[src/rtl/uart_pkg.sv]
// Shared UART types: LCR layout, TX FSM encoding, word-length codes.
// Parity helper masks the byte down to the transmitted word length.
package uart_pkg;

  localparam int DEF_OVERSAMPLE = 16;

  localparam logic [1:0] WLS_5 = 2'b00;
  localparam logic [1:0] WLS_6 = 2'b01;
  localparam logic [1:0] WLS_7 = 2'b10;
  localparam logic [1:0] WLS_8 = 2'b11;

  typedef struct packed {
    logic       dlab;
    logic       set_break;
    logic       stick_parity;
    logic       eps;
    logic       pen;
    logic       stb;
    logic [1:0] wls;
  } lcr_t;

  typedef struct packed {
    logic       stick;
    logic       eps;
    logic       pen;
    logic       stb;
    logic [1:0] wls;
  } tx_cfg_t;

  typedef enum logic [2:0] {
    IDLE   = 3'd0,
    START  = 3'd1,
    DATA   = 3'd2,
    PARITY = 3'd3,
    STOP   = 3'd4
  } tx_state_t;

  function automatic logic calc_parity(
    input logic [7:0] d,
    input logic [1:0] wls,
    input logic       eps,
    input logic       stick
  );
    logic [7:0] m;
    m = d & (8'hFF >> (2'd3 - wls));
    if (stick) return ~eps;
    return eps ? ^m : ~^m;
  endfunction

endpackage

[src/rtl/uart_bit_timer.sv]
// Counts baud ticks up to a programmable limit; strobes bit_done on the
// tick that completes the bit and wraps to zero on that same tick.
module uart_bit_timer #(
  parameter int CW = 6
) (
  input  logic          clk,
  input  logic          rst,
  input  logic          clr,
  input  logic          baud_pulse,
  input  logic [CW-1:0] limit,
  output logic          bit_done
);

  logic [CW-1:0] cnt;

  assign bit_done = baud_pulse && !clr &&
                    (cnt == limit - CW'(1));

  always_ff @(posedge clk) begin
    if (rst || clr) begin
      cnt <= '0;
    end else if (baud_pulse) begin
      cnt <= bit_done ? '0 : cnt + CW'(1);
    end
  end

endmodule

[src/rtl/uart_tx_serializer.sv]
// 16550-style TX serializer: FIFO pop, framing, parity, stop, break.
// Optional UART_TX_FRAME_CNT_EN adds frame_cnt_o (completed frames).
module uart_tx_serializer
  import uart_pkg::*;
#(
  parameter int OVERSAMPLE = DEF_OVERSAMPLE
) (
  input  logic        clk,
  input  logic        rst,
  input  logic        baud_pulse_i,
  input  logic        tx_fifo_empty_i,
  input  logic [7:0]  tx_fifo_dout_i,
  input  logic [1:0]  wls_i,
  input  logic        stb_i,
  input  logic        pen_i,
  input  logic        eps_i,
  input  logic        stick_parity_i,
  input  logic        set_break_i,
`ifdef UART_TX_FRAME_CNT_EN
  output logic [15:0] frame_cnt_o,
`endif
  output logic        tx_pop_o,
  output logic        sreg_empty_o,
  output logic        tx_o
);

  localparam int CW = $clog2(2 * OVERSAMPLE) + 1;

  localparam logic [2:0] ST_IDLE   = IDLE;
  localparam logic [2:0] ST_START  = START;
  localparam logic [2:0] ST_DATA   = DATA;
  localparam logic [2:0] ST_PARITY = PARITY;
  localparam logic [2:0] ST_STOP   = STOP;

  logic [2:0]    state;
  logic [2:0]    bit_idx;
  logic [7:0]    data;
  tx_cfg_t       cfg;
  logic          tx_q;
  logic          bit_done;
  logic          pop;
  logic          last_data;
  logic [CW-1:0] lim;

  // Stop length stretches to 1.5 bits only for 5-bit words.
  always_comb begin
    lim = CW'(OVERSAMPLE);
    if (state == ST_STOP && cfg.stb) begin
      lim = (cfg.wls == WLS_5) ? CW'(OVERSAMPLE + OVERSAMPLE / 2)
                               : CW'(2 * OVERSAMPLE);
    end
  end

  uart_bit_timer #(.CW(CW)) u_timer (
    .clk        (clk),
    .rst        (rst),
    .clr        (state == ST_IDLE),
    .baud_pulse (baud_pulse_i),
    .limit      (lim),
    .bit_done   (bit_done)
  );

  assign pop = baud_pulse_i && !tx_fifo_empty_i &&
               (state == ST_IDLE ||
                (state == ST_STOP && bit_done));

  assign last_data = bit_idx == (3'd4 + {1'b0, cfg.wls});

  always_ff @(posedge clk) begin
    if (rst) begin
      state   <= ST_IDLE;
      bit_idx <= '0;
      data    <= '0;
      cfg     <= '0;
      tx_q    <= 1'b1;
    end else if (pop) begin
      state   <= ST_START;
      bit_idx <= '0;
      data    <= tx_fifo_dout_i;
      cfg     <= '{stick: stick_parity_i, eps: eps_i,
                   pen: pen_i, stb: stb_i, wls: wls_i};
      tx_q    <= 1'b0;
    end else if (bit_done) begin
      unique case (state)
        ST_START: begin
          state   <= ST_DATA;
          bit_idx <= '0;
          tx_q    <= data[0];
        end
        ST_DATA: begin
          if (!last_data) begin
            bit_idx <= bit_idx + 3'd1;
            tx_q    <= data[bit_idx + 3'd1];
          end else if (cfg.pen) begin
            state <= ST_PARITY;
            tx_q  <= calc_parity(data, cfg.wls,
                                 cfg.eps, cfg.stick);
          end else begin
            state <= ST_STOP;
            tx_q  <= 1'b1;
          end
        end
        ST_PARITY: begin
          state <= ST_STOP;
          tx_q  <= 1'b1;
        end
        ST_STOP: begin
          state <= ST_IDLE;
          tx_q  <= 1'b1;
        end
        default: begin
          state <= ST_IDLE;
          tx_q  <= 1'b1;
        end
      endcase
    end
  end

`ifdef UART_TX_FRAME_CNT_EN
  always_ff @(posedge clk) begin
    if (rst) begin
      frame_cnt_o <= '0;
    end else if (state == ST_STOP && bit_done) begin
      frame_cnt_o <= frame_cnt_o + 16'd1;
    end
  end
`endif

  assign tx_pop_o     = pop;
  assign sreg_empty_o = (state == ST_IDLE);
  // Break gating sits after the flop so it acts immediately.
  assign tx_o         = tx_q & ~set_break_i;

endmodule

[config.mk]
export PLATFORM = sky130hd
export DESIGN_NAME = uart_tx_serializer
export DESIGN_NICKNAME = d
export VERILOG_FILES = /design/src/rtl/uart_pkg.sv /design/src/rtl/uart_bit_timer.sv /design/src/rtl/uart_tx_serializer.sv
export SDC_FILE = /design/constraint.sdc
export NUM_CORES = 1
export LEC_CHECK = 0
export BUFFER_PORTS_ARGS = -buffer_cell sky130_fd_sc_hd__buf_2
export CORE_MARGIN = 2
export CORE_UTILIZATION = 55
export DETAILED_ROUTE_END_ITERATION = 10
export GPL_TIMING_DRIVEN = 0
export MAX_ROUTING_LAYER = met4
export PLACE_DENSITY = 0.77
export SYNTH_ARGS = -nofsm -noshare
export SYNTH_HDL_FRONTEND = slang
export SYNTH_HIERARCHICAL = 1
export SYNTH_SLANG_ARGS = --single-unit
[constraint.sdc]
create_clock -name clk -period 4.65 [get_ports clk]
set_clock_uncertainty 0.1 [all_clocks]
set_input_delay 0.2325 -clock clk [delete_from_list [all_inputs] [get_ports clk]]
set_output_delay 0.2325 -clock clk [all_outputs]
set_load 0.01 [all_outputs]
==> results of run 1 <==
-- synth_stat cells (2+ instances only) --
| master | count |
|---|---|
| and3b_1 | 2 |
| o21ai_0 | 4 |
| xor2_1 | 5 |
| mux4_1 | 2 |
| clkbuf_1 | 5 |
| nor2_1 | 13 |
| nor2b_1 | 2 |
| a21oi_1 | 19 |
| a31oi_1 | 3 |
| xnor2_1 | 12 |
| mux2i_1 | 2 |
| nor3_1 | 11 |
| nand3_1 | 5 |
| a211oi_1 | 2 |
| nand3b_1 | 6 |
| dfxtp_1 | 27 |
| ha_1 | 3 |
| o21ai_1 | 5 |
| inv_1 | 5 |
| o211ai_1 | 2 |
| nand2_1 | 34 |
| nand4_1 | 2 |
| a2bb2oi_1 | 2 |
-- layer usage --
metal | wire length, µm | vias up
met5 | 0 | -
li1 | - | 738
met4 | 59 | 0
met1 | 1450 | 624
met3 | 101 | 6
met2 | 1690 | 24
-- cells by family after synthesis --
logic type / synth area share (%)
AO/OA/AOI/OAI: 17.6
buffers and inverters: 4.28
flip-flops: 34.3
AND/OR/NAND/NOR: 24.0
other: 0.238
multiplexers: 5.31
adder cells (fa/ha/maj): 2.38
XOR/XNOR: 11.9
-- registers in the layout, summed over array words and instances (netlist names) --
| signal | flops |
|---|---|
| data | 8 |
| cfg | 6 |
| u_timer/cnt | 6 |
| bit_idx | 3 |
| state | 3 |
| tx_q | 1 |
-- power by group --
part	internal, mW	switching (mW)
Sequential	0.239	0.00754
Clock	0.0330	0.0747
Combinational	0.0314	0.0336
-- repair_timing --
item                       4_1_cts  5_1_grt
setup buffers                    0        4
gates resized for setup          0        0
setup endpoints to repair        0        1
-- how the worst min path moves through the flow --
| stage | end | startpoint | slack [ns] | depth (start not counted) |
|---|---|---|---|---|
| floorplan | tx_q | rst | 0.24 | 2 |
| global placement | cfg[4] | cfg[4] | 0.36 | 2 |
| detailed placement | cfg[4] | cfg[4] | 0.36 | 2 |
| CTS | cfg[2] | stb_i | 0.007 | 3 |
| global route | cfg[1] | wls_i[1] | 0.008 | 3 |
| finish | cfg[2] | stb_i | 0.01 | 3 |
-- cells in the final DEF (no fill, tap or decap), types with 2 or more instances in the layout --
master	netlist	routed
nand3b_1	6	6
xnor2_1	12	12
nor2b_1	2	2
buf_4	0	4
mux4_1	2	2
nor2_1	13	13
clkbuf_4	0	3
a31oi_1	3	3
xor2_1	5	5
a211oi_1	2	2
nand3_1	5	5
dfxtp_1	27	27
and3b_1	2	2
a2bb2oi_1	2	2
inv_1	5	5
nand4_1	2	2
clkbuf_1	5	5
ha_1	3	3
mux2i_1	2	2
o211ai_1	2	2
a21oi_1	19	19
conb_1	1	11
o21ai_1	5	5
buf_2	0	21
o21ai_0	4	4
nand2_1	34	34
nor3_1	11	11
-- final cells by class --
cell class	instances	share of cell area, %
clock buffer	3	1.24
multi-input combinational	161	55.4
timing repair buffer	25	7.43
sequential	27	29.7
clock inverter	1	0.413
inverter	5	1.03
tap	31	2.13
buffer	8	2.68
-- per-stage QoR --
step                cell area, µm²  power, mW  utilization (%)  hold WS (ns)
global route                  1820      0.440             66.5       0.00776
finish                        1820      0.420             66.5        0.0113
global placement              1760      0.315             64.3         0.357
CTS                           1790      0.420             65.4       0.00656
detailed placement            1760      0.317             64.3         0.360
floorplan                     1620      0.296                -         0.238
-- worst min-delay path, cell delays in order --
cell and delay, ns:
buf_2 0.10, nand2_1 0.05, a21oi_1 0.05
==> impl_metrics.toml, run 1 <==
[power_and_ir_drop]
p_per_area_nw_per_um2 = 231
power_leakage_nw = 0.688
vdd_drop_max_mv = 0.205

[floorplan]
io_pins = 22
initial_core_util_pct = 57.7
fp.dieH_um = 57.6
coreArea_um2 = 2730
die_w_um = 57.6
rows = 19
dieArea_um2 = 3310

[cells_and_area]
instances_no_fill = 261
nNetsFinal = 253
area_delta_synth_final_pct = 15.3
num_antenna_cells = 0
seqCellArea_um2 = 541
fillerInstances = 245
multi_input_area_um2 = 1010
drive_above_1_share_pct = 16.1

[global_route]
grt_max_degree = 17
grt_pass1_vias = 1318
use_met1_pct = 23.8
use_met3_pct = 2.95
antenna_found_initial = 0
use_met2_pct = 39.9
grt_usage_pct = 21.9
grt_busiest_layer = "met2"
grt.overflow.total = 0
grt_pass1_wl_um = 5530

[place]
dp_cells = 253
routabilityCongestion = 0.807
dpl.hpwl_um = 2470
portBuffers = 21
dp_slack_ns = 0.856

[routing]
routed_wl_um = 3290
vias = 1392
vias_per_cell = 5.33
first_pass_iters = 4
ant_nets = 0
wl_per_cell_um = 12.6
drc = 0
drt_iter0_drc = 52

[worst_setup_path]
setup.worst_path.end_class = "primary output"
crit_cells = 16
crit_family = "buffers and inverters"
crit_slowest_cell = "clkbuf_1"
path_buf_inv = 7
crit_end = "tx_pop_o"
crit_type = "reg2out"
ff2ff_setup_slack_ns = 1.26
worstSetupStartpoint = "state[0]"
cp_max_fo = 10
slowest_delay_ns = 0.40
timing.rr.start = "state[0]"
path_cells = "buf_6, nor2_1, nand3_1, nor3_1, nand2_1, mux2i_1, a21oi_1, a2111oi_4, buf_4, inv_1, nand2_1, nand2b_1, clkbuf_2, inv_1, clkbuf_1, buf_2"
reg2reg_to = "cfg[5]"
crit_path_start_kind = "flop"
arrival_ns = 3.55
worstRegToRegCells = 17
crit_required_ns = 4.32

[clocking]
hold_buffers = 0
insertion_delay_ns = 0.33
clock_path_buffers = 2
htree_levels = 1
clk_pin_slew_worst_paths_ns = 0.16
cts_inserted_buffers = 3
cts_sinks = 27
cts_root_buffer = "clkbuf_4"
cts_tree = "done"

[yosys]
synth_edf_count = 0
yosysSeqAreaShare_pct = 34.3
post_synth.cell_area_avg_um2 = 8.26
ys_seq_elements = 27
synthTopCellsByArea = "dfxtp_1, nand2_1, xnor2_1, a21oi_1, nor3_1"
async_reset_ff_share_pct = 0
synth_top_area_share_pct = 34.3
synth_cells = 191
syn_area_um2 = 1580
ys_warn_count = 6
synth_flop_cell = "dfxtp_1"
ys_types = 41
yosys.area.top_type = "dfxtp_1"

[min_path]
hold_class = "in2reg"

[timing]
setup_slack_ns = 0.772
drv_slew = 0
setup_viol_count_final = 0
hold_viol = 0
post-route-period-util_pct = 83.4
rsz0062_at_grt = "no"
tns_ns = 0
period_needed_ns = 3.88
fmax_ghz = 0.258

[run]
cap_violations = 0

[outcome]
status = "finished, final reports clean"
Note: power is estimated with default switching activity, not from simulation.
==> inputs of run 2 (changes only) <==
- CORE_UTILIZATION: 55 -> 51
- PLACE_DENSITY: 0.77 -> 0.75
- clock period: 4.65 -> 3.15 ns (I/O delays scaled with it)
==> run 2 against run 1 <==
Effect of this change: wire length up 9.5%; via count up 5.7%; clock power up 41%; design area up 10%; largest cell class unchanged; non-clock buffer count up 13; critical path type unchanged; sequential share of layout area down 2.8 points; combinational power up 82%; hold slack worse by 0.0054 ns; die area up 7.3%; largest power group unchanged; total power up 51%; core utilization up 0.33 points; critical path depth unchanged.
==> impl_metrics.toml, run 2 (synthesis gave the netlist of run 1 again) <==
[outcome]
status = "finished, final reports clean"

[clocking]
clk_pin_slew_worst_paths_ns = 0.15
cts_inserted_buffers = 3
insertion_delay_ns = 0.33
htree_levels = 1
cts_tree = "done"
cts_sinks = 27
clock_path_buffers = 2
cts_root_buffer = "clkbuf_4"

[cells_and_area]
num_antenna_cells = 0
final_common_cell = "nand2_1"
area_delta_synth_final_pct = 27.3
post-route-util_pct = 66.9
most-common-layout-cells = "nand2_1, dfxtp_1, buf_2"
drive_above_1_share_pct = 18.9
fillerInstances = 256
nNetsFinal = 266
final_cell_area_um2 = 2010
reg_top3 = "data: 8 flops, cfg: 6 flops, u_timer/cnt: 6 flops"
largest_reg_flops = 8
top_register = "data"

[timing]
slew_headroom_pct = 65.8
fmax_ghz = 0.335
post-route-period-util_pct = 94.7
drv_slew = 0
setup_slack_ns = 0.168
setup_viol_count_final = 0
period_needed_ns = 2.98
worstMarginPinSlew_ns = 0.513
hold_viol = 0
tns_ns = 0

[worst_setup_path]
slowest_delay_ns = 0.38
crit_required_ns = 2.89
path_buf_inv = 7
crit_type = "reg2out"
setup.worst_path.end_class = "primary output"
cp_max_fo = 10
reg2reg_to = "cfg[5]"
ff2ff_setup_slack_ns = 0.36
crit_slowest_cell = "a2111oi_4"
path_cells = "clkbuf_8, nor2_4, nand3_2, nor2_4, inv_2, nor3_2, nand2_1, xnor2_1, a2111oi_4, inv_2, nand2_1, nand2b_1, clkbuf_4, inv_2, clkbuf_8, buf_2"
crit_family = "buffers and inverters"
worstRegToRegCells = 18
cpMostUsedCell = "inv_2"
timing.rr.start = "state[1]"
crit_path_start_kind = "flop"
arrival_ns = 2.72

[floorplan]
io_pins = 22
initial_core_util_pct = 52.5
die_w_um = 59.6
fp.dieH_um = 59.6
coreArea_um2 = 3000
dieArea_um2 = 3550
rows = 20

[global_route]
grt_usage_pct = 22.9
grt_max_degree = 15
grt_pass1_vias = 1368
grt_pass1_wl_um = 5940
grt.overflow.total = 0
antenna_found_initial = 0

[routing]
vias_per_cell = 5.33
ant_nets = 0
wl_per_cell_um = 13.1
routed_wl_um = 3610
first_pass_iters = 5
vias = 1471
drt_iter0_drc = 44
drc = 0

[min_path]
whs_endpoint = "tx_q"
min_from = "rst"
hold_class = "in2reg"
hold_depth = 3

[run]
cap_violations = 0

[power_and_ir_drop]
power_leakage_nw = 0.753
finalPower_mw = 0.635
p_per_area_nw_per_um2 = 316
vdd_drop_max_mv = 0.232

[place]
dp_slack_ns = -0.612
dpl_cell_area_um2 = 1760
dpl.hpwl_um = 2430
portBuffers = 21
routabilityCongestion = 0.848
-- run 2: per-layer routing --
layer	global-route usage, %	up-vias	share of wire [%]
li1	-	763	-
met1	25.4	678	44
met2	42.1	24	53
met3	2.40	6	2.3
met4	7.94	0	1.1
met5	-	-	0
-- run 2: report_power, final --
group | switching [mW] | internal (mW)
clock network | 0.102 | 0.0496
registers | 0.0118 | 0.353
logic | 0.0564 | 0.0618
-- run 2: repair_timing --
| item | CTS | global route |
|---|---|---|
| endpoints found under the setup margin | 22 | 11 |
| hold endpoints to repair | 14 | 0 |
| setup buffers | 3 | 0 |
| hold buffers | 14 | 0 |
| pin swaps | 2 | 3 |
| resized for setup | 12 | 6 |
-- run 2: cell type report --
class                      count  area, µm²  share of cell area (%)
inverter                       5       18.8                   0.935
multi-input combinational    161       1050                    52.3
timing repair buffer          38        268                    13.3
clock buffer                   4       26.3                    1.31
sequential                    27        541                    26.9
tap                           33       41.3                    2.06
buffer                         8       62.6                    3.12
-- run 2: stage by stage --
step / instances / hold WS [ns]
floorplan: 201 / 0.163
global placement: 255 / 0.298
detailed placement: 255 / 0.304
CTS: 276 / 0.00371
global route: 276 / 0.0220
finish: 276 / 0.00597
-- run 2: worst max path at each step --
| stage | slack [ns] | start | cells past startpoint | to |
|---|---|---|---|---|
| final | 0.17 | state[1] | 16 | tx_pop_o |
| after global routing | -0.003 | state[1] | 16 | tx_pop_o |
| after CTS | 0.02 | state[0] | 15 | tx_pop_o |
| after detailed placement | -0.61 | state[1] | 15 | tx_pop_o |
| after global placement | -0.55 | state[1] | 15 | tx_pop_o |
| after floorplan | 0.17 | state[1] | 16 | cfg[3] |
-- run 2: worst reg2reg max path: cells and delay by family (launching register included) --
kind	cells	cell delay (ns)
buffers and inverters	7	0.83
AND/OR/NAND/NOR	8	0.83
AO/OA/AOI/OAI	2	0.49
flip-flops	1	0.33
XOR/XNOR	1	0.17
